## config.mk

```make
export PLATFORM = sky130hd
export DESIGN_NAME = debounce_fsm
export DESIGN_NICKNAME = d
export VERILOG_FILES = /design/src/rtl/debounce_fsm.sv
export SDC_FILE = /design/constraint.sdc
export NUM_CORES = 1
export LEC_CHECK = 0
export ABC_CLOCK_PERIOD_IN_PS = 1200
export BUFFER_PORTS_ARGS = -buffer_cell sky130_fd_sc_hd__buf_2
export CORE_AREA = 2 2 39 41
export CTS_BUF_LIST = sky130_fd_sc_hd__clkbuf_4 sky130_fd_sc_hd__clkbuf_8 sky130_fd_sc_hd__clkbuf_16
export DETAILED_ROUTE_END_ITERATION = 8
export DIE_AREA = 0 0 41 43
export PLACE_DENSITY = 0.41
export SYNTH_ARGS = -nofsm -noshare
export SYNTH_HDL_FRONTEND = slang
export SYNTH_SLANG_ARGS = --single-unit
```

## constraint.sdc

```tcl
create_clock -name clk -period 1.2 [get_ports clk]
set_input_delay 0.24 -clock clk [delete_from_list [all_inputs] [get_ports clk]]
set_output_delay 0.24 -clock clk [all_outputs]
set_load 0.01 [all_outputs]
```

## src/rtl/debounce_fsm.sv

```systemverilog
`default_nettype none
//=============================================================================
// Module      : debounce_fsm
// Description : Switch/button debouncer driven by a slow sampling tick.
//               The sampled input must hold a new value for STABLE_TICKS
//               consecutive ticks before the debounced level follows it.
//               Emits registered one-cycle rise/fall pulses on acceptance.
//               Optional macro DEBOUNCE_SYNC_EN inserts a 2-flop input
//               synchroniser in front of the state machine.
// Revision    : 1.0 - initial release
//=============================================================================
module debounce_fsm #(
   parameter int STABLE_TICKS = 3
) (
   input  logic clk,
   input  logic reset,
   input  logic tick,
   input  logic sw,
   output logic db_level,
   output logic db_rise,
   output logic db_fall
);

   localparam int c_cnt_w = ($clog2(STABLE_TICKS) < 1) ? 1 : $clog2(STABLE_TICKS);
   localparam logic [c_cnt_w-1:0] c_cnt_load = c_cnt_w'(STABLE_TICKS - 1);

   typedef enum logic [1:0] {
      ZERO  = 2'd0,
      WAIT1 = 2'd1,
      ONE   = 2'd2,
      WAIT0 = 2'd3
   } state_t;

   state_t             r_state;
   state_t             w_state_nxt;
   logic [c_cnt_w-1:0] r_cnt;
   logic [c_cnt_w-1:0] w_cnt_nxt;
   logic               r_level;
   logic               r_rise;
   logic               r_fall;
   logic               w_rise_nxt;
   logic               w_fall_nxt;
   logic               w_level_nxt;
   logic               w_sw_s;

`ifdef DEBOUNCE_SYNC_EN
   logic r_sync1;
   logic r_sync2;

   // Two-flop synchroniser bringing the raw switch into the clk domain
   always_ff @(posedge clk) begin
      if (!reset) begin
         r_sync1 <= 1'b0;
         r_sync2 <= 1'b0;
      end else begin
         r_sync1 <= sw;
         r_sync2 <= r_sync1;
      end
   end

   assign w_sw_s = r_sync2;
`else
   // Input is already synchronous to clk; sample it directly
   assign w_sw_s = sw;
`endif

   // Next-state, counter and pulse decode; an input reverting during a wait
   // state always wins over a coincident tick so a bounce never gets accepted
   always_comb begin
      w_state_nxt = r_state;
      w_cnt_nxt   = r_cnt;
      w_rise_nxt  = 1'b0;
      w_fall_nxt  = 1'b0;
      case (r_state)
         ZERO: begin
            if (w_sw_s) begin
               w_state_nxt = WAIT1;
               w_cnt_nxt   = c_cnt_load;
            end
         end
         WAIT1: begin
            if (!w_sw_s) begin
               w_state_nxt = ZERO;
            end else if (tick) begin
               if (r_cnt == '0) begin
                  w_state_nxt = ONE;
                  w_rise_nxt  = 1'b1;
               end else begin
                  w_cnt_nxt = r_cnt - 1'b1;
               end
            end
         end
         ONE: begin
            if (!w_sw_s) begin
               w_state_nxt = WAIT0;
               w_cnt_nxt   = c_cnt_load;
            end
         end
         WAIT0: begin
            if (w_sw_s) begin
               w_state_nxt = ONE;
            end else if (tick) begin
               if (r_cnt == '0) begin
                  w_state_nxt = ZERO;
                  w_fall_nxt  = 1'b1;
               end else begin
                  w_cnt_nxt = r_cnt - 1'b1;
               end
            end
         end
         default: begin
            w_state_nxt = ZERO;
         end
      endcase
   end

   // Level is high while accepted-one, including while a release is pending
   assign w_level_nxt = (w_state_nxt == ONE) || (w_state_nxt == WAIT0);

   // State, counter and registered outputs; reset abandons any pending count
   always_ff @(posedge clk) begin
      if (!reset) begin
         r_state <= ZERO;
         r_cnt   <= '0;
         r_level <= 1'b0;
         r_rise  <= 1'b0;
         r_fall  <= 1'b0;
      end else begin
         r_state <= w_state_nxt;
         r_cnt   <= w_cnt_nxt;
         r_level <= w_level_nxt;
         r_rise  <= w_rise_nxt;
         r_fall  <= w_fall_nxt;
      end
   end

   assign db_level = r_level;
   assign db_rise  = r_rise;
   assign db_fall  = r_fall;

endmodule
`default_nettype wire

```

==> results of run 1 <==
[sequential cells by signal, summed over array words and instances, names as in the netlist]
signal,cells
db_fall,1
r_state,2
db_level,1
r_cnt,2
db_rise,1
[synthesized netlist by cell type, drive strengths merged (2+ instances only)]
cell	instances	area, µm²
dfxtp	7	140.1
inv	2	7.510
nor2b	2	12.51
nor3b	2	15.01
[where the power goes]
group	internal [µW]	switching [µW]	leakage, µW
Clock	149	85.1	0.0000184
Sequential	243	7.12	0.0000578
Combinational	35.8	33.0	0.0000992
Total	428	125	0.000175
[routing by layer]
metal,wire length [µm],up-vias,share of wire,GRT usage
met5,0,-,0,0
met4,0,0,0,0.02000
met3,46,0,0.074,0.07853
met2,294,7,0.48,0.1219
met1,277,107,0.45,0.1161
li1,-,119,-,-
[worst paths after layout]
check	end	start	slack (ns)
setup / recovery	r_cnt[0]	r_cnt[0]	0.03
hold / removal	db_fall	sw	0.22
setup reg to reg	r_cnt[0]	r_cnt[0]	0.03
hold reg to reg	r_cnt[1]	r_cnt[1]	0.48
[per-stage QoR]
stage	util	TNS, ns	area [µm²]
2_1_floorplan	-	0	299.0
3_3_place_gp	0.2577	0	356.6
3_5_place_dp	0.2577	-0.01616	356.6
4_1_cts	0.2803	0	387.9
5_1_grt	0.2984	-0.004120	412.9
6_report	0.2984	0	412.9
[cell type report]
cell class              instances  area, µm²  share of cell area
repair buffers                  7      37.54             0.09091
clock buffers                   4      30.03             0.07273
multi-input cells              19      175.2              0.4242
inverters                       2      7.507             0.01818
well taps                      16      20.02             0.04848
flip-flops and latches          7      142.6              0.3455
[kinds of logic (layout without fill, tap and decap cells)]
logic type / after synthesis / in the layout
buffers and inverters: 2 / 13
flip-flops: 7 / 7
AND/OR/NAND/NOR: 12 / 12
multiplexers: 1 / 1
AO/OA/AOI/OAI: 4 / 4
XOR/XNOR: 1 / 1
adder cells (fa/ha/maj): 1 / 1
[worst register-to-register path, stage by stage, from the launching register on]
cell	delay, ns
dfxtp_2	0.33
inv_2	0.04
ha_4	0.16
nand2b_4	0.14
a21o_4	0.20
a22o_1	0.19
[timing repair]
action	CTS	global route
pin swaps	1	1
gates resized for setup	1	6
endpoints found under the hold margin	0	0
endpoints found under the setup margin	1	2
hold buffers	0	0
cloned	0	0
==> impl_metrics.tcl, run 1 <==
set metrics [dict create \
    status "completed" \
    gp_congestion 0.7293 \
    clock_latency_ns 0.25 \
    final.min_clock_period_ns 1.165 \
    worstSetupPathType "register to register" \
    die_h_um 43 \
    clock-skew-final_ns 0.006653 \
    area_delta_synth_final_pct 42.86 \
    dp_slack_ns -0.01616 \
    dieArea_um2 1763 \
    p_total_uw 553.2 \
    root_buffer "clkbuf_4" \
    holdPathStages 2 \
    cts_tree "yes" \
    io-pin-count 7 \
    rows 14 \
    critPathBufInv 1 \
    syn_area_um2 289.0 \
    cp.required_ns 1.33 \
    cts-htree-levels 1 \
    wire_per_inst_um 11.24 \
    postRouteAntennaNets 0 \
    grt_pass1_wl_mm 1.035 \
    slowest_delay_ns 0.33 \
    n_antenna_cell 0 \
    yosys.area_share.simple 0.2857 \
    synth_cell_types 19 \
    grt_overflow 0 \
    fmax_mhz 858.2 \
    cpMaxStageDelayCell "dfxtp_2" \
    whs_ns 0.2224 \
    cap_violations 0 \
    nFillCells 149 \
    crit_family "compound AO/OA/AOI/OAI gates" \
    drt_first_pass_iters 3 \
    dieWidth_um 41 \
    cts_sinks 7 \
    synth_mux_area_frac 0.03463 \
    synth_top_family_by_area "simple AND/OR/NAND/NOR gates" \
    slew_viol_final 0 \
    fin_crit_sh 0.9710 \
    dp_cells 51 \
    initialDrtViolationCount 3 \
    synthAdderAreaFrac 0.04329 \
    start_kind "register" \
    avgViaCountPerCell 4.236 \
    endpoint_kind "register" \
    routed_wl_um 618 \
    drc 0 \
    port_buffers 6 \
    final_cells 55 \
    hold_viol 0 \
    yosys.area_share.xor_xnor 0.03030 \
    drive_above_1_share 0.5128 \
    start_util 0.2089 \
    layout_setup_ws_ns 0.03482 \
    synthFlopType "dfxtp_1" \
    grt_max_degree 8 \
    ys_ff_latch 7 \
    ir_worst_vdd_v 0.0005856 \
    synth_fp_nets 33 \
    reg2regPathDepth 5 \
    layout_commonest_cell "buf_2" \
    clock_path_buffers 2 \
    final_nets 45 \
    ys_seq_area_frac 0.4848 \
    synth-edff-count 0 \
    core_um2 1384 \
    power_leakage_uw 0.0001754 \
    critical_path.max_fanout 4 \
    setup_viol 0 \
    synth_warnings 0 \
    antenna_found_initial 0 \
    arrival_ns 1.30 \
    path_cells "inv_2 > ha_4 > nand2b_4 > a21o_4 > a22o_1" \
    path_depth 5 \
    power_density_nw_per_um2 1340 \
    tightest_slew_ns 0.2775 \
    grt_usage 0.09347 \
    postCtsSetupBuffers 0 \
    via_count 233 \
    slew_headroom 0.8141 \
    async_flop_share 0 \
    grt_pass1_vias 244 \
    syn_area_per_cell_um2 10.32 \
    clk_pin_slew_ns 0.06 \
    hold_class "input port to register" \
    synth_cells 28 \
    most-common-layout-cells "buf_2, dfxtp_1, clkbuf_4" \
    cts_buffers 3 \
    synth-compound-area-share 0.09524 \
]
(Power assumes the default switching activity.)
==> run 2, diff against run 1 <==
- CTS_CLUSTER_DIAMETER: default -> 50
- PLACE_DENSITY: 0.41 -> 0.42
- RECOVER_POWER: default -> 25
==> impl_metrics.tcl, run 2 (synthesis gave the netlist of run 1 again) <==
set metrics [dict create \
    hold_class "input port to register" \
    via_count 241 \
    dp_slack_ns -0.02374 \
    grt_pass1_vias 258 \
    port_buffers 6 \
    hpwlAfterDp_um 476 \
    start_kind "register" \
    drt_first_pass_iters 1 \
    grt_usage 0.09950 \
    routed_wl_um 588 \
    worstSetupPathType "register to register" \
    utilization 0.2857 \
    cts_buffers 3 \
    rsz0062_at_grt "yes" \
    arrival_ns 1.31 \
    tightest_slew_ns 0.3869 \
    antenna_found_initial 0 \
    setup_viol 0 \
    layout_setup_ws_ns 0.02897 \
    avgViaCountPerCell 4.382 \
    cap_violations 0 \
    nFillCells 152 \
    n_antenna_cell 0 \
    clock-skew-final_ns 0.0009473 \
    most-common-layout-cells "dfxtp_1, clkbuf_4, buf_2" \
    layout_commonest_cell "dfxtp_1" \
    cts_tree "yes" \
    wire_per_inst_um 10.69 \
    critical_path.max_fanout 4 \
    final_nets 45 \
    cp.required_ns 1.33 \
    rows 14 \
    slew_viol_final 0 \
    area_delta_synth_final_pct 36.80 \
    grt_overflow 0 \
    status "completed" \
    drc 0 \
    power_density_nw_per_um2 1365 \
    initialDrtViolationCount 0 \
    fin_crit_sh 0.9759 \
    io-pin-count 7 \
    dieArea_um2 1763 \
    gp_congestion 0.6835 \
    core_um2 1384 \
    drive_above_1_share 0.3846 \
    fmax_mhz 853.9 \
    power_leakage_uw 0.0001613 \
    grt_max_degree 8 \
    clk_pin_slew_ns 0.05 \
    hold_viol 0 \
    grt_pass1_wl_mm 1.041 \
    seqCellArea_um2 141.4 \
    whs_ns 0.2178 \
    dieWidth_um 41 \
    dp_cells 51 \
    cts-htree-levels 1 \
    cts_sinks 7 \
    multi_input_area_um2 161.4 \
    die_h_um 43 \
    postRouteAntennaNets 0 \
    root_buffer "clkbuf_4" \
    clock_path_buffers 2 \
    final_cells 55 \
    clock_latency_ns 0.24 \
    top_regs "r_cnt: 2 flops, r_state: 2 flops" \
    start_util 0.2089 \
    slew_headroom 0.7402 \
    final.min_clock_period_ns 1.171 \
    fin_setup_tns_ns 0 \
    endpoint_kind "register" \
    ir_worst_vdd_v 0.0004749 \
]
-- run 2: worst max-delay path, stage by stage, from the launching register on --
cell	delay [ns]
dfxtp_1	0.30
inv_1	0.07
ha_4	0.17
nand2b_4	0.14
a21o_2	0.21
a22o_1	0.17
-- run 2: cell type report --
| type | instances | share of cell area |
|---|---|---|
| flip-flops and latches | 7 | 0.3576 |
| multi-input cells | 19 | 0.4082 |
| well taps | 16 | 0.05063 |
| clock buffers | 4 | 0.07595 |
| repair buffers | 7 | 0.08861 |
| inverters | 2 | 0.01899 |
-- run 2: power by group --
| group | leakage [µW] | switching [µW] | internal, µW |
|---|---|---|---|
| combinational | 0.0000853 | 31.2 | 31.6 |
| clock | 0.0000184 | 80.2 | 149 |
| sequential | 0.0000576 | 5.80 | 242 |
-- run 2: timing repair --
item	CTS	global route
buffers inserted	0	0
hold endpoints to repair	0	0
cloned	0	0
pin swaps	1	3
hold buffers	0	0
endpoints found under the setup margin	1	1
resized for setup	1	2
-- run 2: stage by stage --
stage	instance area [µm²]	total power, µW
finish	395.4	539.9
global route	395.4	578.3
CTS	387.9	548.9
detailed placement	356.6	310.8
global placement	356.6	307.6
floorplan	299.0	288.5
-- run 2: final timing paths --
path              startpoint  endpoint  slack [ns]  cells after the start
setup reg to reg    r_cnt[1]  r_cnt[0]        0.03                      5
hold / removal            sw   db_fall        0.22                      2
setup / recovery    r_cnt[1]  r_cnt[0]        0.03                      5
hold reg to reg   r_state[1]   db_rise        0.50                      1
-- run 2: routing by layer --
metal	vias up	global-route usage	wire length [µm]
li1	120	-	-
met1	116	0.09677	258
met2	5	0.1406	295
met3	0	0.06283	34
met4	0	0.08000	0
met5	-	0	0
